### src/rtl/fsrcnn_pkg.sv
// fsrcnn_pkg: shared constants, drain FSM encoding and the requant helper for FSRCNN output stages
package fsrcnn_pkg;

    localparam int PSUM_W = 40;
    localparam int NUM_CH = 4;
    localparam int OUT_W  = 16;
    localparam int ADDR_W = 16;

    localparam logic [1:0] ST_IDLE  = 2'd0;
    localparam logic [1:0] ST_READ  = 2'd1;
    localparam logic [1:0] ST_FLUSH = 2'd2;
    localparam logic [1:0] ST_DONE  = 2'd3;

    typedef enum logic [1:0] {
        IDLE  = ST_IDLE,
        READ  = ST_READ,
        FLUSH = ST_FLUSH,
        DONE  = ST_DONE
    } drain_state_t;

    localparam logic signed [PSUM_W:0] SAT_MAX = 41'sd32767;
    localparam logic signed [PSUM_W:0] SAT_MIN = -41'sd32768;

    // Round half up, arithmetic shift (capped at PSUM_W-1), then saturate to OUT_W signed.
    // One extra bit of headroom keeps the rounding add from overflowing.
    function automatic logic [OUT_W-1:0] requant(input logic signed [PSUM_W-1:0] x,
                                                 input logic [5:0] shift);
        logic [5:0] sh;
        logic signed [PSUM_W:0] xe, rnd, y;
        sh  = (shift > 6'd39) ? 6'd39 : shift;
        xe  = {x[PSUM_W-1], x};
        rnd = (PSUM_W+1)'(1) << (sh - 6'd1);
        y   = (sh == 6'd0) ? xe : (xe + rnd) >>> sh;
        return (y > SAT_MAX) ? SAT_MAX[OUT_W-1:0] :
               (y < SAT_MIN) ? SAT_MIN[OUT_W-1:0] : y[OUT_W-1:0];
    endfunction

endpackage

### src/rtl/drain_fifo2.sv
// drain_fifo2: two-entry FIFO of {addr, data} with occupancy count; head is always presented
module drain_fifo2 #(
    parameter int W = 80
) (
    input  logic         clk,
    input  logic         rst,
    input  logic         push,
    input  logic [W-1:0] push_data,
    input  logic         pop,
    output logic [W-1:0] head,
    output logic [1:0]   count
);

    logic [W-1:0] mem [2];
    logic         wp, rp;

    assign head = mem[rp];

    // Storage and pointers; entries clear on reset so the outputs read zero
    always_ff @(posedge clk or posedge rst) begin
        if (rst) begin
            mem[0] <= '0;
            mem[1] <= '0;
            wp     <= 1'b0;
            rp     <= 1'b0;
            count  <= 2'd0;
        end else begin
            if (push) begin
                mem[wp] <= push_data;
                wp      <= ~wp;
            end
            if (pop)
                rp <= ~rp;
            count <= count + 2'(push) - 2'(pop);
        end
    end

endmodule

### src/rtl/psum_drain.sv
// psum_drain: streams a finished tile of 40-bit psums out of the buffer, requantized to 16 bits.
// Optional macro PSUM_DRAIN_RELU_EN fuses a ReLU after saturation.
module psum_drain
    import fsrcnn_pkg::*;
(
    input  logic                     clk,
    input  logic                     rst,
    input  logic                     start,
    input  logic [ADDR_W-1:0]        base_addr,
    input  logic [15:0]              tile_size,
    input  logic [5:0]               shift,
    output logic                     re,
    output logic [ADDR_W-1:0]        ra,
    input  logic [NUM_CH*PSUM_W-1:0] rd,
    output logic                     out_valid,
    input  logic                     out_ready,
    output logic [NUM_CH*OUT_W-1:0]  out_data,
    output logic [ADDR_W-1:0]        out_addr,
    output logic                     busy,
    output logic                     done
);

    drain_state_t             state;
    logic [ADDR_W-1:0]        base_q, issue_cnt, ra_q;
    logic [15:0]              size_q;
    logic [5:0]               shift_q;
    logic                     inflight, pop, flush_done;
    logic [1:0]               fifo_count;
    logic [2:0]               occ;
    logic [NUM_CH*OUT_W-1:0]  push_data;

    // A read may go out only if the word it returns is guaranteed a FIFO slot
    assign pop        = out_valid & out_ready;
    assign occ        = 3'(fifo_count) + 3'(inflight) - 3'(pop);
    assign re         = (state == READ) && (occ < 3'd2);
    assign ra         = base_q + issue_cnt;
    assign flush_done = !inflight && (fifo_count == 2'(pop));
    assign busy       = state != IDLE;
    assign done       = state == DONE;
    assign out_valid  = fifo_count != 2'd0;

    for (genvar k = 0; k < NUM_CH; k++) begin : g_ch
        logic [OUT_W-1:0] q;
        assign q = requant(rd[k*PSUM_W +: PSUM_W], shift_q);
`ifdef PSUM_DRAIN_RELU_EN
        assign push_data[k*OUT_W +: OUT_W] = q[OUT_W-1] ? '0 : q;
`else
        assign push_data[k*OUT_W +: OUT_W] = q;
`endif
    end

    // Sequencer: latch tile parameters, walk the read addresses, drain, pulse done
    always_ff @(posedge clk or posedge rst) begin
        if (rst) begin
            state     <= IDLE;
            base_q    <= '0;
            size_q    <= '0;
            shift_q   <= '0;
            issue_cnt <= '0;
            ra_q      <= '0;
            inflight  <= 1'b0;
        end else begin
            inflight <= re;
            if (re) begin
                ra_q      <= ra;
                issue_cnt <= issue_cnt + 1'b1;
            end
            unique case (state)
                IDLE: if (start) begin
                    base_q    <= base_addr;
                    size_q    <= tile_size;
                    shift_q   <= shift;
                    issue_cnt <= '0;
                    state     <= READ;
                end
                READ:  if (re && issue_cnt == size_q) state <= FLUSH;
                FLUSH: if (flush_done) state <= DONE;
                DONE:  state <= IDLE;
            endcase
        end
    end

    drain_fifo2 #(.W(ADDR_W + NUM_CH*OUT_W)) u_fifo (
        .clk       (clk),
        .rst       (rst),
        .push      (inflight),
        .push_data ({ra_q, push_data}),
        .pop       (pop),
        .head      ({out_addr, out_data}),
        .count     (fifo_count)
    );

endmodule

### config.mk
export PLATFORM = sky130hd
export DESIGN_NAME = psum_drain
export DESIGN_NICKNAME = d
export VERILOG_FILES = /design/src/rtl/fsrcnn_pkg.sv /design/src/rtl/drain_fifo2.sv /design/src/rtl/psum_drain.sv
export SDC_FILE = /design/constraint.sdc
export NUM_CORES = 2
export LEC_CHECK = 0
export ABC_CLOCK_PERIOD_IN_PS = 23500
export CELL_PAD_IN_SITES_DETAIL_PLACEMENT = 0
export CELL_PAD_IN_SITES_GLOBAL_PLACEMENT = 1
export CORE_MARGIN = 1
export CORE_UTILIZATION = 28
export CTS_CLUSTER_SIZE = 8
export DETAILED_ROUTE_END_ITERATION = 16
export GPL_TIMING_DRIVEN = 0
export MAX_ROUTING_LAYER = met4
export PLACE_DENSITY = 0.63
export SETUP_SLACK_MARGIN = 0.3
export SLEW_MARGIN = 0
export SYNTH_ARGS = -nofsm -noshare
export SYNTH_HDL_FRONTEND = slang
export SYNTH_HIERARCHICAL = 1
export SYNTH_SLANG_ARGS = --single-unit
### constraint.sdc
create_clock -name clk -period 23.5 [get_ports clk]
set_input_delay 4.7 -clock clk [delete_from_list [all_inputs] [get_ports clk]]
set_output_delay 4.7 -clock clk [all_outputs]
set_load 0.01 [all_outputs]
Word-level counts from Yosys, hierarchy flattened
Index checks and enable logic that the tools add are counted.

Register bits: 237. Latch bits: 0. Memory bits (writable): 0. Memory bits (read-only): 0. Output and inout bits: 100. Word-level logic and storage cells: 91. Memories kept: 0.

Add/subtract/negate cells: 11. $mul: 0. Divide/modulo/power cells: 0. $lt $le $gt $ge: 13. Equal/unequal tests: 8. Shift operators: 5. Muxes and demuxes: 26. Bitwise gates (word level): 5. Reduce and logical (&&, ||, !) cells: 11.

Operators by type and width (count): two-way mux 80 bit (4); two-way mux 16 bit (11); adder 40 x 41 -> 41 bit (4); > comparator 41 x 16 -> 1 bit (second input constant) (4); less-than comparator 41 x 16 -> 1 bit (second input constant) (4); two-way mux 41 bit (4); >>> shifter 41 x 6 -> 41 bit (4); bitwise mux 160 bit (1); demux 80 bit (select 1 bit) (1); << shifter 1 x 6 -> 41 bit (first input constant) (1); adder 16 x 1 -> 16 bit (second input constant) (1); adder 16 bit (1); equality test 16 bit (1); case mux 2 bit (4 select lines) (1); > comparator 6 bit (second input constant) (1); logical NOT 6 bit (1); two-way mux 2 bit (3); two-way mux 6 bit (1); subtractor 6 x 1 -> 6 bit (second input constant) (1); equality test 2 bit (second input constant) (2); >= comparator 2 bit (second input constant) (2); logical AND 1 bit (4); != test 2 bit (second input constant) (2); NOT 1 -> 2 bit (2); other kinds (16) (18).

Logic depth before layout (Yosys ltp)
Depth after elaboration: 11. Mapped depth: 37.

By module
The synthesis kept the hierarchy.

Modules (own cells, without submodules): psum_drain (times used 1, cells each 5346, area an instance 34339.2 sq um, sequential area each 1826.8 sq um); drain_fifo2 (times used 1, cells each 441, area an instance 7518.5 sq um, sequential area each 4103.9 sq um).

Worst setup path before layout
OpenSTA, ideal clock, no wires.

Kind: input-to-output. Start: input port out_ready. End: output port re. Arrival time: 6.496 ns. Data required time: 18.800 ns. Path slack: 12.304 ns. Cell stages on the path: 9. Path buffers: 2. Path through: and2_1 ha_1 inv_1 nand2_1 fa_1 xnor2_1 and3_1 clkbuf_1 buf_1.

Longest elaborated chain between the ends: 4.

RTL lines: start: declaration (RTL line psum_drain.sv:16) `input logic out_ready,`; bitwise AND 1 bit (RTL line psum_drain.sv:33) `assign pop = out_valid & out_ready;`; subtractor 3 x 1 -> 3 bit (RTL line psum_drain.sv:34) `assign occ = 3'(fifo_count) + 3'(inflight) - 3'(pop);`; less-than comparator 3 x 2 -> 1 bit (RTL line psum_drain.sv:35) `assign re = (state == READ) && (occ < 3'd2);`; logical AND 1 bit (RTL line psum_drain.sv:35); end: declaration (RTL line psum_drain.sv:12) `output logic re,`.

No other way between the ends.

Worst setup path after layout
Start: register shift_q[4]. End: register u_fifo/mem[30] in the netlist's numbering.

Longest elaborated chain between the ends: 11. Elaborated cells on any way between the ends: 13.

RTL lines: start: declaration (RTL line psum_drain.sv:26) `logic [5:0] shift_q;`; start signal: assignment (RTL line psum_drain.sv:72) `shift_q <= shift;`; > comparator 6 bit (RTL line fsrcnn_pkg.sv:30) `sh = (shift > 6'd39) ? 6'd39 : shift;`; two-way mux 6 bit (*) (RTL line fsrcnn_pkg.sv:30); subtractor 6 x 1 -> 6 bit (RTL line fsrcnn_pkg.sv:32) `rnd = (PSUM_W+1)'(1) << (sh - 6'd1);`; << shifter 1 x 6 -> 41 bit (RTL line fsrcnn_pkg.sv:32); adder 40 x 41 -> 41 bit (RTL line fsrcnn_pkg.sv:33) `y = (sh == 6'd0) ? xe : (xe + rnd) >>> sh;`; >>> shifter 41 x 6 -> 41 bit (RTL line fsrcnn_pkg.sv:33); two-way mux 41 bit (*) (RTL line fsrcnn_pkg.sv:33); less-than comparator 41 x 16 -> 1 bit (RTL line fsrcnn_pkg.sv:35) `(y < SAT_MIN) ? SAT_MIN[OUT_W-1:0] : y[OUT_W-1:0];`; two-way mux 16 bit (RTL line fsrcnn_pkg.sv:35); two-way mux 16 bit (*) (RTL line fsrcnn_pkg.sv:34) `return (y > SAT_MAX) ? SAT_MAX[OUT_W-1:0] :`; net g_ch[1].q[14] (RTL line psum_drain.sv:43) `logic [OUT_W-1:0] q;`; bitwise mux 160 bit (*) (RTL line drain_fifo2.sv:29) `mem[wp] <= push_data;`; end signal: indexed assignment (RTL line drain_fifo2.sv:29); end: declaration (RTL line drain_fifo2.sv:14) `logic [W-1:0] mem [2];`.

Mark *: on every way through the listed nets, which the timed path passes. The rest lies on a longest branch. A chain may end at the register's enable or synchronous reset.

==> results.cfg <==
[logic_synthesis]
yosys.area.top_type = dfrtp_1
netlist.area_leader.share = 0.142
async_reset_ff_frac = 1.00
ys_seq_area_frac = 0.142
synth_flop_cell = dfrtp_1
ys_types = 131
syn_area_per_cell_um2 = 7.23
synth_edf_count = 0
ys_ff_latch = 237
synth_cells = 5787
synth_area_um2 = 41900
synthTopCellsByArea = dfrtp_1 14%, mux2_2 6.3%, a21oi_1 5.4%
yosys_warnings = 6

[worst_hold_path]
min_to = u_fifo/mem[51]
hp-class = flip-flop to flip-flop
hp-start = u_fifo/mem[51]
hold_depth = 1

[clock_tree]
h-tree-depth = 2
path_clk_slew_ns = 0.05
clock_path_buffers = 3
cts_buffers = 35
clk_latency_ns = 0.55
clock-sinks = 237
cts_resized = 0
root_buffer = clkbuf_16
postCtsHoldBufs = 0
cts_tree = done
postCtsSetupBuffers = 0

[layout]
post-route-cell-area_um2 = 48600
nets = 6437
utilization = 0.329
syn2layout_area_growth_pct = 16.2
mostFrequentLayoutCells = 540 x nand2_1, 521 x nor2_1, 449 x a21oi_1
drive_above_1_share = 0.118
layout_commonest_cell = nand2_1
nFillCells = 16300

[setup_path]
r2r_slack_ns = 5.80
cpPeakStageDelay_ns = 1.24
worstPathArrival_ns = 18.17
r2r-start = shift_q[4]
path_max_fanout = 10
required_ns = 23.97
cp_common_cell = clkbuf_1
startpoint_type = flip-flop
critPathSlowestCell = a221oi_1
r2r_cells = 36
timing.rr.end = u_fifo/mem[30]
worstSetupEndpointType = flip-flop
crit_type = flip-flop to flip-flop

[pwr]
ir_drop_v = 0.0000931
switching_power_mw = 6.61
combPwrFrac = 0.878
p_leak_nw = 18.1
switching_share = 0.689
seq_power_share = 0.074
pwr-share-clk = 0.048
internal_power_mw = 2.98
power_density_nw_per_um2 = 197

[global_routing]
grt_overflow = 0
grt_pass1_wl_um = 513000
grt_max_degree = 130
antenna_found_initial = 65
first_global_vias = 53600
grt_use_total = 0.519

[die]
die_area_um2 = 151000
initial_core_util = 0.283
core_area_um2 = 148000
pin_count = 302
rows = 141
die_width_um = 389
die_height_um = 389

[job]
maxCapViolations = 41

[routing]
drtIter0Drc = 8866
viasPerCell = 7.17
routedWlPerCell_um = 49.0
vias = 58200
drc = 0
firstDrtPassIters = 7
routed_wl_um = 398000
ant_nets = 0

[sta]
final_max_slew_viol_count = 345
fmax_mhz = 56.5
rsz0062_at_grt = false
final_hold_viol_count = 0
setup_viol = 0
slew-limit-headroom = -0.158
fin_ws_ns = 5.80
timing.final.crit_share = 0.753
worstMarginPinSlew_ns = 1.74
hold_slack_ns = 0.498
skew_ns = 0.0211
setup-tns-final_ns = 0
fin_crit_ns = 17.70

[place]
gp_congestion = 1.14
portBuffers = 261
hpwl_um = 319000
postPlaceCellArea_um2 = 47500
place_ws_ns = 7.42

[outcome]
violations = max-capacitance violations, max-slew violations
status = complete, but fails checks
worst max path at each step:
stage | end | from | slack (ns) | depth (start not counted)
floorplan | re | out_ready | 12.30 | 9
global placement | u_fifo/mem[30] | shift_q[1] | 5.80 | 31
detailed placement | u_fifo/mem[0] | shift_q[4] | 7.42 | 37
CTS | u_fifo/mem[0] | shift_q[4] | 7.37 | 37
global route | u_fifo/mem[30] | shift_q[4] | 6.92 | 36
finish | u_fifo/mem[30] | shift_q[4] | 5.80 | 36
metrics by stage:
stage	total power, mW	instances
floorplan	4.37	5790
global placement	8.42	7981
detailed placement	8.44	8013
CTS	8.94	8053
global route	9.39	8095
finish	9.59	8114
critical path: cells and delay by family, from the launching register on:
kind / cells / cell delay [ns]
buffers and inverters: 15 / 9.20
AO/OA/AOI/OAI: 9 / 3.78
AND/OR/NAND/NOR: 9 / 2.66
multiplexers: 2 / 1.08
flip-flops: 1 / 0.39
adder cells (fa/ha/maj): 1 / 0.34
routing by layer:
metal | routed length, um | track usage | vias to the layer above
met2 | 156000 | 0.701 | 4735
met5 | 0 | - | -
li1 | - | - | 22900
met3 | 45900 | 0.182 | 1666
met1 | 151000 | 0.602 | 28900
met4 | 44300 | 0.456 | 0
final cells by class:
| class | instances | area (um2) | area share |
|---|---|---|---|
| Timing Repair Buffer | 298 | 3070 | 0.0631 |
| Inverter | 95 | 367 | 0.00754 |
| Multi-Input combinational cell | 4938 | 33300 | 0.685 |
| Buffer | 520 | 2440 | 0.0502 |
| Tap cell | 1930 | 2410 | 0.0496 |
| Clock buffer | 37 | 893 | 0.0184 |
| Clock inverter | 3 | 55.1 | 0.00113 |
| Sequential cell | 237 | 5930 | 0.122 |
| Antenna cell | 56 | 140 | 0.00288 |
registers in the layout, indices dropped and copies added (netlist names):
register	flops
u_fifo/count	2
u_fifo/wp	1
shift_q	6
size_q	16
inflight	1
u_fifo/mem	160
state	2
u_fifo/rp	1
issue_cnt	16
base_q	16
ra_q	16
Yosys cell counts, types with 21 or more instances:
| master | n |
|---|---|
| a2111oi_0 | 26 |
| a211o_1 | 34 |
| a211oi_1 | 127 |
| a21boi_0 | 35 |
| a21o_1 | 82 |
| a21oi_1 | 449 |
| a221oi_1 | 42 |
| a22oi_1 | 62 |
| a31oi_1 | 94 |
| and2_1 | 82 |
| and3_1 | 66 |
| and4_1 | 29 |
| buf_1 | 69 |
| buf_2 | 82 |
| clkbuf_1 | 327 |
| dfrtp_1 | 237 |
| ha_1 | 108 |
| inv_1 | 95 |
| mux2_2 | 236 |
| mux2_4 | 81 |
| mux2i_1 | 87 |
| nand2_1 | 540 |
| nand2b_1 | 24 |
| nand3_1 | 167 |
| nand3b_1 | 21 |
| nand4_1 | 96 |
| nor2_1 | 542 |
| nor2b_1 | 27 |
| nor3_1 | 165 |
| nor4_1 | 66 |
| o2111ai_1 | 44 |
| o211ai_1 | 99 |
| o21a_1 | 64 |
| o21ai_0 | 438 |
| o21ai_1 | 24 |
| o21bai_1 | 24 |
| o221ai_1 | 44 |
| o22ai_1 | 66 |
| o2bb2ai_1 | 22 |
| o31ai_1 | 53 |
| or2_2 | 32 |
| or3_1 | 60 |
| xnor2_1 | 136 |
| xor2_1 | 62 |
cell families after synthesis:
| family | count (synthesis) | synth area share |
|---|---|---|
| buffers and inverters | 615 | 0.0662 |
| multiplexers | 409 | 0.116 |
| other | 1 | 0.0000896 |
| XOR/XNOR | 199 | 0.0420 |
| adder cells (fa/ha/maj) | 124 | 0.0366 |
| flip-flops | 237 | 0.142 |
| AO/OA/AOI/OAI | 2143 | 0.352 |
| AND/OR/NAND/NOR | 2059 | 0.245 |
power by group through the flow:
stage,Clock [mW],Sequential (mW),Combinational [mW]
floorplan,0,0.676,3.70
global placement,0,0.704,7.72
detailed placement,0,0.714,7.73
CTS,0.468,0.712,7.76
global route,0.487,0.736,8.17
finish,0.459,0.714,8.42
No activity file was read; power rests on OpenSTA's default activity.
